## src/rtl/l1cache_2way.sv

```systemverilog
// l1cache_2way: 2-way set-associative L1 cache with multi-word blocks.
// Write-back / write-allocate with one LRU bit per set. The processor port is
// word-addressed and stall-based. The memory port moves one whole block per request.
module l1cache_2way #(
  parameter int SET_BITS    = 2,
  parameter int OFFSET_BITS = 2
) (
  input  logic                            clk,
  input  logic                            proc_reset_n,
  input  logic                            proc_read,
  input  logic                            proc_write,
  input  logic [29:0]                     proc_addr,
  input  logic [31:0]                     proc_wdata,
  output logic                            proc_stall,
  output logic [31:0]                     proc_rdata,
  output logic                            mem_read,
  output logic                            mem_write,
  output logic [29-OFFSET_BITS:0]         mem_addr,
  output logic [(32<<OFFSET_BITS)-1:0]    mem_wdata,
  input  logic [(32<<OFFSET_BITS)-1:0]    mem_rdata,
  input  logic                            mem_ready
);
  localparam int TAG_W = 30 - SET_BITS - OFFSET_BITS;
  localparam int NSETS = 1 << SET_BITS;
  localparam int BLK_W = 32 << OFFSET_BITS;
  localparam int BA_W  = 30 - OFFSET_BITS;

  typedef enum logic [1:0] {IDLE, WB, ALLOC} state_t;

  state_t                 state_q, state_d;
  logic [1:0]             valid_q [NSETS];
  logic [1:0]             dirty_q [NSETS];
  logic [NSETS-1:0]       lru_q;
  logic [TAG_W-1:0]       tag_q   [NSETS][2];
  logic [BLK_W-1:0]       data_q  [NSETS][2];

  logic                   victim_q, victim_d;
  logic [BA_W-1:0]        req_blk_q, req_blk_d;
  logic                   mem_read_d, mem_write_d;
  logic [BA_W-1:0]        mem_addr_d;
  logic [BLK_W-1:0]       mem_wdata_d;

  logic [SET_BITS-1:0]    set_idx;
  logic [OFFSET_BITS-1:0] word_idx;
  logic [TAG_W-1:0]       tag_in;
  logic [OFFSET_BITS+4:0] woff;
  logic                   hit0, hit1, hit, hit_way;
  logic                   vict, vict_dirty;
  logic                   fill_en, hit_upd, wr_hit;
  logic [SET_BITS-1:0]    fset;
  logic [TAG_W-1:0]       ftag;

  assign set_idx  = proc_addr[OFFSET_BITS +: SET_BITS];
  assign word_idx = proc_addr[OFFSET_BITS-1:0];
  assign tag_in   = proc_addr[29 -: TAG_W];
  assign woff     = {word_idx, 5'd0};
  // The refill target comes from the latched request so a moving address cannot redirect it
  assign fset     = req_blk_q[SET_BITS-1:0];
  assign ftag     = req_blk_q[BA_W-1 -: TAG_W];

  // Tag compare, read mux, stall and victim choice for the presented address
  always_comb begin
    hit0       = valid_q[set_idx][0] && (tag_q[set_idx][0] == tag_in);
    hit1       = valid_q[set_idx][1] && (tag_q[set_idx][1] == tag_in);
    hit        = hit0 | hit1;
    hit_way    = hit1 & ~hit0;
    proc_stall = (proc_read | proc_write) & ~hit;
    proc_rdata = 32'd0;
    if (proc_read && hit) proc_rdata = data_q[set_idx][hit_way][woff +: 32];
    if (!valid_q[set_idx][0])      vict = 1'b0;
    else if (!valid_q[set_idx][1]) vict = 1'b1;
    else                           vict = lru_q[set_idx];
    vict_dirty = valid_q[set_idx][vict] & dirty_q[set_idx][vict];
  end

  // Next-state and registered memory-port values
  always_comb begin
    state_d     = state_q;
    mem_read_d  = mem_read;
    mem_write_d = mem_write;
    mem_addr_d  = mem_addr;
    mem_wdata_d = mem_wdata;
    victim_d    = victim_q;
    req_blk_d   = req_blk_q;
    fill_en     = 1'b0;
    hit_upd     = 1'b0;
    wr_hit      = 1'b0;
    unique case (state_q)
      IDLE: begin
        if (proc_read || proc_write) begin
          if (hit) begin
            hit_upd = 1'b1;
            wr_hit  = proc_write & ~proc_read;
          end else begin
            victim_d  = vict;
            req_blk_d = proc_addr[29:OFFSET_BITS];
            if (vict_dirty) begin
              state_d     = WB;
              mem_write_d = 1'b1;
              mem_addr_d  = {tag_q[set_idx][vict], set_idx};
              mem_wdata_d = data_q[set_idx][vict];
            end else begin
              state_d    = ALLOC;
              mem_read_d = 1'b1;
              mem_addr_d = proc_addr[29:OFFSET_BITS];
            end
          end
        end
      end
      WB: begin
        if (mem_ready) begin
          state_d     = ALLOC;
          mem_write_d = 1'b0;
          mem_read_d  = 1'b1;
          mem_addr_d  = req_blk_q;
        end
      end
      ALLOC: begin
        if (mem_ready) begin
          state_d    = IDLE;
          mem_read_d = 1'b0;
          fill_en    = 1'b1;
        end
      end
      default: state_d = IDLE;
    endcase
  end

  // FSM state, memory-port registers and transaction latches
  always_ff @(posedge clk) begin
    if (!proc_reset_n) begin
      state_q   <= IDLE;
      mem_read  <= 1'b0;
      mem_write <= 1'b0;
      mem_addr  <= '0;
      mem_wdata <= '0;
      victim_q  <= 1'b0;
      req_blk_q <= '0;
    end else begin
      state_q   <= state_d;
      mem_read  <= mem_read_d;
      mem_write <= mem_write_d;
      mem_addr  <= mem_addr_d;
      mem_wdata <= mem_wdata_d;
      victim_q  <= victim_d;
      req_blk_q <= req_blk_d;
    end
  end

  // Valid, dirty and LRU bookkeeping
  always_ff @(posedge clk) begin
    if (!proc_reset_n) begin
      for (int s = 0; s < NSETS; s++) begin
        valid_q[s] <= 2'b00;
        dirty_q[s] <= 2'b00;
      end
      lru_q <= '0;
    end else begin
      if (hit_upd) begin
        lru_q[set_idx] <= ~hit_way;
        if (wr_hit) dirty_q[set_idx][hit_way] <= 1'b1;
      end
      if (fill_en) begin
        valid_q[fset][victim_q] <= 1'b1;
        dirty_q[fset][victim_q] <= 1'b0;
      end
    end
  end

  // Tag and data arrays; unreset, and a reset edge blocks any write
  always_ff @(posedge clk) begin
    if (proc_reset_n && fill_en) begin
      data_q[fset][victim_q] <= mem_rdata;
      tag_q[fset][victim_q]  <= ftag;
    end else if (proc_reset_n && wr_hit) begin
      data_q[set_idx][hit_way][woff +: 32] <= proc_wdata;
    end
  end
endmodule

```

## config.mk

```make
export PLATFORM = sky130hd
export DESIGN_NAME = l1cache_2way
export DESIGN_NICKNAME = d
export VERILOG_FILES = /design/src/rtl/l1cache_2way.sv
export SDC_FILE = /design/constraint.sdc
export NUM_CORES = 2
export LEC_CHECK = 0
export CELL_PAD_IN_SITES_DETAIL_PLACEMENT = 0
export CELL_PAD_IN_SITES_GLOBAL_PLACEMENT = 1
export CORE_MARGIN = 3
export CORE_UTILIZATION = 45
export DETAILED_ROUTE_END_ITERATION = 6
export PLACE_DENSITY = 0.72
export SETUP_SLACK_MARGIN = 0.4
export SYNTH_ARGS = -nofsm -noshare
export SYNTH_HDL_FRONTEND = slang
export SYNTH_SLANG_ARGS = --single-unit
```

## constraint.sdc

```tcl
create_clock -name clk -period 10.2 [get_ports clk]
set_input_delay 1.53 -clock clk [delete_from_list [all_inputs] [get_ports clk]]
set_output_delay 1.53 -clock clk [all_outputs]
set_load 0.02 [all_outputs]
```

## Word level (Yosys, flattened, before mapping)

Memory sizes are Yosys's and may differ from the RTL's.
Index checks and enable logic that the tools add are counted.

- Register bits: 193
- Latch bits: 0
- RAM bits: 1248
- Memory bits (read-only): 0
- Input bits: 195
- Logic and storage cells: 161
- Memories kept: 4

Memory list:

| memory | depth | bits a word | read ports | clocked after memory_dff | wr ports | line | RTL |
|---|---|---|---|---|---|---|---|
| data_q | 4 | 256 | 1 | 0 | 1 | 35 | `logic [BLK_W-1:0] data_q [NSETS][2];` |
| tag_q | 4 | 52 | 1 | 0 | 1 | 34 | `logic [TAG_W-1:0] tag_q [NSETS][2];` |
| dirty_q | 4 | 2 | 1 | 0 | 4 | 32 | `logic [1:0] dirty_q [NSETS];` |
| valid_q | 4 | 2 | 1 | 0 | 4 | 31 | `logic [1:0] valid_q [NSETS];` |

- Add/subtract/negate cells: 1
- $mul: 0
- Divide/modulo/power cells: 0
- Order comparisons: 12
- Equality and inequality tests: 10
- Shift-type cells: 3
- Multiplexer cells: 86
- Bitwise operators: 13
- Reduce and logical (&&, ||, !) cells: 24

Operator list:

| cell | count |
|---|---|
| 128-bit two-way mux | 8 |
| 256-bit two-way mux | 4 |
| 128-bit demux with 1-bit select | 2 |
| 256-bit OR reduction | 1 |
| 32-bit by 9-bit variable shift with 128-bit output (first input constant) | 1 |
| 128-bit by 8-bit indexed part select with 32-bit output | 1 |
| 32-bit by 9-bit indexed part select with 128-bit output | 1 |
| 28-bit two-way mux | 4 |
| 26-bit two-way mux | 4 |
| 28-bit case mux with 2 select lines | 1 |
| 26-bit equality test | 2 |
| 52-bit two-way mux | 1 |
| 1-bit two-way mux | 35 |
| 2-bit two-way mux | 17 |
| 32-bit two-way mux | 1 |
| 26-bit demux with 1-bit select | 1 |
| 2-bit != test (second input constant) | 6 |
| 4-bit AND reduction | 3 |
| 1-bit logical AND | 10 |
| 7-bit negator with 9-bit output | 1 |
| 2-bit >= comparator (second input constant) | 3 |
| 1-bit by 2-bit < comparator with 1-bit output (second input constant) | 3 |
| 1-bit inverter with 2-bit output | 3 |
| 2-bit case mux with 3 select lines | 1 |
| 23 further kinds | 35 |

## Logic depth before layout (Yosys ltp)

An unclocked memory read counts as a cell.

- Word-level depth: 14
- Gate-level depth with buffers: 15
- Gate-level depth less buffers: 9

## Worst setup path before layout

No wires, ideal clock.

- Path type: input -> output
- From: input port proc_addr[2]
- To: output port proc_rdata[17]
- Data arrival time: 5240 ps
- Required time: 8670 ps
- Slack: 3430 ps
- Stages: 12
- Path buffers: 5
- Cell sequence: buf_6 -> buf_6 -> buf_6 -> mux4_2 -> xnor2_1 -> o211ai_1 -> or4_1 -> nor3_4 -> buf_6 -> buf_6 -> mux2i_1 -> a2111oi_0

- Longest elaborated chain between the ends: 11
- Elaborated cells between the ends (all ways): 17

Ends and longest elaborated chain:

| element | line | RTL |
|---|---|---|
| start: declaration | 12 | `input logic [29:0] proc_addr,` |
| memory 4 x 52 bit | - |  |
| 26-bit equality test | 63 | `hit0 = valid_q[set_idx][0] && (tag_q[set_idx][0] == tag_in);` |
| 1-bit logical AND | 63 |  |
| 1-bit inverter | 66 | `hit_way = hit1 & ~hit0;` |
| 1-bit bitwise AND | 66 |  |
| 1-bit inverter with 2-bit output (not written as such) | 69 | `if (proc_read && hit) proc_rdata = data_q[set_idx][hit_way][woff +: 32];` |
| 128-bit two-way mux (not written as such) (3 in series) | 69 |  |
| 128-bit by 8-bit indexed part select with 32-bit output | 69 |  |
| 32-bit two-way mux (*) | 69 |  |
| end: declaration | 15 | `output logic [31:0] proc_rdata,` |

Every way passes the cells marked *; elsewhere a longest branch is shown, timed or not. The select of a mux whose other input is x is not followed.

## Worst setup path in the final report

- From: input port proc_addr[3]
- To: output port proc_rdata[23]

The elaborated chain is that of the path after synthesis.

==> impl_metrics.json <==
{
  "outcome": "finished clean",
  "cp_num_buf_inv": 4,
  "vdd_drop_max_mv": 0.153,
  "synth-edff-count": 1248,
  "timing.rr.end": "data_q[3][31]$_DFFE_PP_",
  "async_flop_share": 0,
  "start_kind": "input pin",
  "hpwlAfterDp_microns": 127000,
  "cp-end-kind": "output port",
  "ant_nets": 0,
  "hold_class": "register to register",
  "critPathSlowestCell": "nor4b_1",
  "maxCapViolCount": 0,
  "slowest_delay_ns": 0.81,
  "synth_top_area_cell": "edfxtp_1",
  "cp_max_fo": 114,
  "rr_startpoint": "tag_q[3][32]$_DFFE_PP_",
  "post_cts_buffers": 0,
  "start_util": 0.455,
  "grt_pass1_vias": 33800,
  "finClkSkew_ns": 0.0337,
  "root_buffer": "clkbuf_16",
  "placedCellCount": 5559,
  "cts_buffers": 152,
  "dieArea_sq_um": 136000,
  "synth_area_leaders": "edfxtp_1, mux4_2, dfxtp_1, mux2i_1, a211oi_1",
  "hp-start": "mem_addr[19]$_SDFFE_PN0P_",
  "ys.flop_type": "edfxtp_1",
  "syn_area_per_cell_sq_um": 16.5,
  "clock_sinks": 1441,
  "syn_nets": 3792,
  "synth_seq_area_share": 0.698,
  "core_sq_um": 130000,
  "totalWireLength_microns": 189000,
  "ys_types": 66,
  "routed_via_density": 6.04,
  "cts_tree": "built",
  "fp.dieH_microns": 369,
  "syn_inst": 3592,
  "hold_path_depth": 2,
  "worst_pin_slew_ns": 1.36,
  "power_mw": 13.2,
  "cts_max_path_buffers": 3,
  "relSlewSlack": 0.0932,
  "p_per_area_nw_per_um2": 188,
  "setup_violations": 0,
  "path_cells": "buf_8, buf_4, mux4_2, xnor2_1, nand2_1, or4_1, or4_4, nor3_4, buf_12, a211oi_1, nor4b_1, clkdlybuf4s50_1",
  "post-route-min-period_ns": 8.58,
  "htreeDepth": 4,
  "r2r_setup_slack_ns": 4.28,
  "drive_gt1_frac": 0.171,
  "layout_commonest_cell": "edfxtp_1",
  "row_count": 132,
  "stdcell_count": 5853,
  "drc_errors": 0,
  "grt-ovfl-total": 0,
  "io_buffers": 385,
  "wl_per_cell_microns": 32.3,
  "ff2ff_path_depth": 11,
  "yosys_warnings": 0,
  "die_x_microns": 369,
  "rsz0062_at_grt": "false",
  "num_vias": 35400,
  "drt_iter0_markers": 4397,
  "min_to": "mem_addr[19]$_SDFFE_PN0P_",
  "mostFrequentLayoutCells": "edfxtp_1, clkdlybuf4s50_1, mux4_2",
  "finalWeightedCongestion": 0.902,
  "grt_pass1_wl_microns": 264000,
  "clk_pin_slew_worst_paths_ns": 0.06,
  "synth-seq-cells": 1441,
  "synth_area_sq_um": 59200,
  "worst-setup-path-type": "input pin to output port",
  "whs_ns": 0.457,
  "hold_viol": 0,
  "ctsHoldBuffers": 0,
  "final_max_slew_viol_count": 0,
  "synth.top_cell.area_share": 0.633,
  "ios": 386,
  "insertion_delay_ns": 0.79,
  "p_leak_nw": 23.3,
  "critPathTopFamily": "buffers and inverters",
  "cts_resized": 0,
  "fin_setup_tns_ns": 0,
  "grt_use_total": 0.276,
  "arrival_ns": 7.05,
  "fmax_ghz": 0.117,
  "layout.nets": 4171,
  "grt_max_degree": 156,
  "antenna_found_initial": 13,
  "area_growth_pct": 18.9,
  "cp.required_ns": 8.67,
  "dr.pass1.iters": 6,
  "period_share": 0.841
}
==> state kept, by name, indices dropped and copies added, names as in the netlist, 2 cells and up <==
signal	count
data_q	1024
dirty_q	8
lru_q	4
mem_addr	28
mem_wdata	128
req_blk_q	28
state_q	2
tag_q	208
valid_q	8
==> synthesized netlist by cell type, types with 5 or more instances <==
cell type,instances
buf_1,23
xnor2_1,43
a211oi_1,243
mux2_2,8
o22ai_1,6
edfxtp_1,1248
nor4b_1,17
and2_1,22
inv_1,10
buf_4,5
buf_6,5
dfxtp_1,193
nand3_1,9
nor2b_1,55
ha_1,5
mux2i_1,271
clkbuf_1,171
a31oi_1,7
buf_2,45
mux4_2,301
nand2b_1,6
a221oi_2,9
nand2_1,289
xor2_1,9
nand4_1,10
nor2_1,273
nor4_1,5
a211o_1,13
nor3_1,13
a21oi_1,65
o21ai_0,162
==> stage by stage <==
stage                     setup slack, ns  cell area (sq um)   util
final                                1.62              70400  0.541
after CTS                            1.59              70400  0.541
after floorplan                      3.43              59200      -
after global placement               1.62              65300  0.502
after global routing                 1.45              70400  0.541
after detailed placement             1.60              65300  0.502
==> power by group <==
group          switching, mW  internal [mW]  total, mW  leakage, nW
Sequential            0.0496           6.48       6.53         12.9
Clock                   2.35           3.29       5.63         2.49
Combinational          0.663          0.380       1.04         7.91
Total                   3.06           10.1       13.2         23.3
==> metal layers <==
layer  up-vias  GRT usage  wire [microns]
met5         -          0               0
met4         0      0.109            7960
met3       279     0.0684           19400
met2      1856      0.416           86600
met1     18300      0.387           74900
li1      15000          -               -
==> worst register-to-register path: stages, from the launching register on <==
cell and delay [ns]:
edfxtp_1 0.37, mux4_2 0.50, xnor2_1 0.21, nand4_1 0.17
a2111oi_1 1.09, nand4b_1 0.18, buf_4 0.37, o21ai_4 0.32
nand3_4 0.35, mux2_1 0.75, nor2_4 0.89, buf_4 0.39
==> cells by family (layout without fill, tap and decap cells) <==
group	count (synthesis)	count (layout)	synth area share
DFF	1441	1441	0.698
and+or+nand+nor	719	719	0.0532
muxes	582	582	0.162
AOI/OAI and AO/OA	531	531	0.0593
buffers and inverters	262	771	0.0187
xor gates and xnor gates	52	52	0.00769
adders and majority gates	5	5	0.00106
other	0	10	0
==> layout make-up <==
| class | instances | area (sq um) |
|---|---|---|
| clock inverters | 84 | 962 |
| multi-input cells | 1889 | 17200 |
| inverters | 12 | 50.0 |
| fillers | 10500 | 59700 |
| well taps | 1742 | 2180 |
| repair buffers | 475 | 4590 |
| flip-flops and latches | 1441 | 41300 |
| clock buffers | 200 | 4130 |
| diodes | 10 | 25.0 |
==> worst max-delay path by stage <==
stage                     slack (ns)        endpoint         start  cells past startpoint
after floorplan                 3.43  proc_rdata[17]  proc_addr[2]                     12
after global placement          1.62  proc_rdata[21]  proc_addr[3]                     12
after detailed placement        1.60  proc_rdata[21]  proc_addr[3]                     12
after CTS                       1.59  proc_rdata[21]  proc_addr[3]                     12
after global routing            1.45  proc_rdata[22]  proc_addr[3]                     12
final                           1.62  proc_rdata[23]  proc_addr[3]                     12
(Power assumes the default switching activity.)
==> patch, RTL diff (same flow settings) <==
Make the reset (`proc_reset_n`) asynchronous in 2 clocked blocks.
--- a/src/rtl/l1cache_2way.sv
+++ b/src/rtl/l1cache_2way.sv
@@ -127,7 +127,7 @@
   end
 
   // FSM state, memory-port registers and transaction latches
-  always_ff @(posedge clk) begin
+  always_ff @(posedge clk or negedge proc_reset_n) begin
     if (!proc_reset_n) begin
       state_q   <= IDLE;
       mem_read  <= 1'b0;
@@ -148,7 +148,7 @@
   end
 
   // Valid, dirty and LRU bookkeeping
-  always_ff @(posedge clk) begin
+  always_ff @(posedge clk or negedge proc_reset_n) begin
     if (!proc_reset_n) begin
       for (int s = 0; s < NSETS; s++) begin
         valid_q[s] <= 2'b00;
Function: not settled (the Yosys comparison gave no result); the edit may change what the design does.
==> patch against the original RTL <==
  * Cell area up 1.0%
  * Via count up 1.2%
  * Total power rose by 9.8%
  * Sequential share of layout area grew 0.64 points
  * Sequential cell count did not move
  * Clock power decreased by 2%
  * Synthesized area increased by 1.3%
  * Global-route usage increased by 0.12 points
  * Worst setup slack worse by 350 ps
  * Final cell count increased by 1.1%
  * Sequential power rose by 6.3%
  * Routed wire length grew 0.94%
  * Critical endpoint is now proc_rdata[15]
==> patch: results (changes against the original RTL) <==
[status]
status=complete, no violations

[yosys]
synth_common_cells=edfxtp_1, nand2_1, o21ai_0
synthTopCellsByArea=edfxtp_1, mux4_2, dfrtp_1
ys.flop_type=edfxtp_1
async_reset_ff_share_pct=14.50  ; +15 points
ys_seq_area_share_pct=70.37  ; +0.59 points
synth_edf_count=1232  ; -1.3%
synth_cell_type_count=61  ; -7.6%
yosys_warnings=0  ; unchanged
syn_nets=3845  ; +1.4%

[global_routing]
antenna_found_initial=11  ; -2
grt_max_degree=135  ; -13%
grt_pass1_vias=35250  ; +4.1%
grt_pass1_wl_um=268000  ; +1.5%
gr-usage-all-layers_pct=27.71  ; +0.12 points

[clock_network]
cts_root_buffer=clkbuf_16
htreeDepth=4  ; unchanged
postCtsSetupBuffers=0  ; unchanged
post_cts_resized=0  ; unchanged
cts_buffers=150  ; -1.3%
cts_max_path_buffers=3  ; unchanged
worstSkewPairLatency_ps=800
path_clk_slew_ps=60  ; about the same
hold_buffers=0  ; unchanged

[worst_setup_path]
crit_fanout=77  ; -32%
critical_path.top_delay_family=buffers and inverters
max_stage_delay_ps=980  ; +170 ps
arrival_ps=7390  ; +340 ps
crit_slowest_cell=a211oi_1

[layout]
drive_above_1_share_pct=18.34  ; +1.2 points
nets=4230  ; +1.4%
n_fill_cell=10530  ; unchanged
top_regs=data_q x1024, tag_q x208, mem_wdata x128

[detailed_routing]
via_count=35800  ; +1.2%
drtIter0Drc=4288  ; -2.5%
drt-total-wl_um=190600  ; +0.94%
first_pass_iters=6  ; unchanged

[place]
port_buffers=385  ; unchanged
hpwl_um=127500  ; +0.73%
gp_congestion=0.9095  ; +0.84%

[sta]
worstMarginPinSlew_ps=1219  ; -138.2 ps
skew_ps=39.28  ; +5.597 ps

[flow_run]
max_cap_violations=0  ; unchanged

[pwr]
p_int_mw=10.70  ; +5.5%
power.leakage_nw=23.64  ; +1.5%
ir_worst_vdd_v=0.0002341  ; +53%

[worst_hold_path]
hp-class=reg2reg

-- patch: per-layer routing --
metal / up-vias / track usage, % / share of wire (%)
li1: 15130 / - / -
met1: 18690 / 37.43 / 39
met2: 1725 / 41.94 / 46
met3: 262 / 8.702 / 10
met4: 2 / 11.19 / 4.4
met5: - / 0 / 0.0079
-- patch: through the flow --
step	worst slack, ps	instances	cell area, um2	util (%)
global route	1008	5916	71150	53.92
CTS	1295	5915	71150	53.92
detailed placement	1297	5633	66180	50.15
global placement	1235	5633	66180	50.15
floorplan	3869	3645	60010	-
finish	1276	5920	71160	53.93
-- patch: logic make-up (layout without fill, tap and decap cells) --
kind of cell    after synthesis  after routing  synth area share [%]
buf+inv                     265            780                 2.066
simple gates                582            582                 4.074
mux                         580            580                 16.06
other cells                   0              5                     0
xor+xnor                     44             44                0.6422
fa+ha+maj                     5              5                0.1043
compound gates              728            728                 6.681
flops                      1441           1441                 70.37
-- patch: final timing paths --
| path | startpoint | end | slack [ps] | cells after the start |
|---|---|---|---|---|
| worst max-delay path | proc_addr[2] | proc_rdata[15] | 1280 | 11 |
| worst min-delay path | valid_q[4]$_DFFE_PN0P_ | valid_q[4]$_DFFE_PN0P_ | 450 | 1 |
| worst max register to register | tag_q[2][23]$_DFFE_PP_ | data_q[3][51]$_DFFE_PP_ | 4630 | 10 |
| worst min register to register | valid_q[4]$_DFFE_PN0P_ | valid_q[4]$_DFFE_PN0P_ | 450 | 1 |
| max in group asynchronous | proc_reset_n | mem_wdata[119]$_DFFE_PN0P_ | 7200 | 4 |
| min in group asynchronous | proc_reset_n | req_blk_q[21]$_DFFE_PN0P_ | 640 | 1 |
-- patch: layout make-up --
cell class	instances	area share, %
flip-flops and latches	1441	59.34
clock inverters	72	1.013
inverters	18	0.09494
well taps	1755	3.086
repair buffers	480	6.491
diodes	5	0.01758
clock buffers	210	5.969
multi-input cells	1939	23.99
-- patch: power by group through the flow --
stage	logic (mW)	clock network (mW)	registers, mW
6_report	2.05	5.51	6.94
5_1_grt	2.14	5.83	6.97
4_1_cts	2.06	5.59	6.94
3_5_place_dp	2.05	0	7.06
3_3_place_gp	2.05	0	7.05
2_1_floorplan	1.07	0	7.05
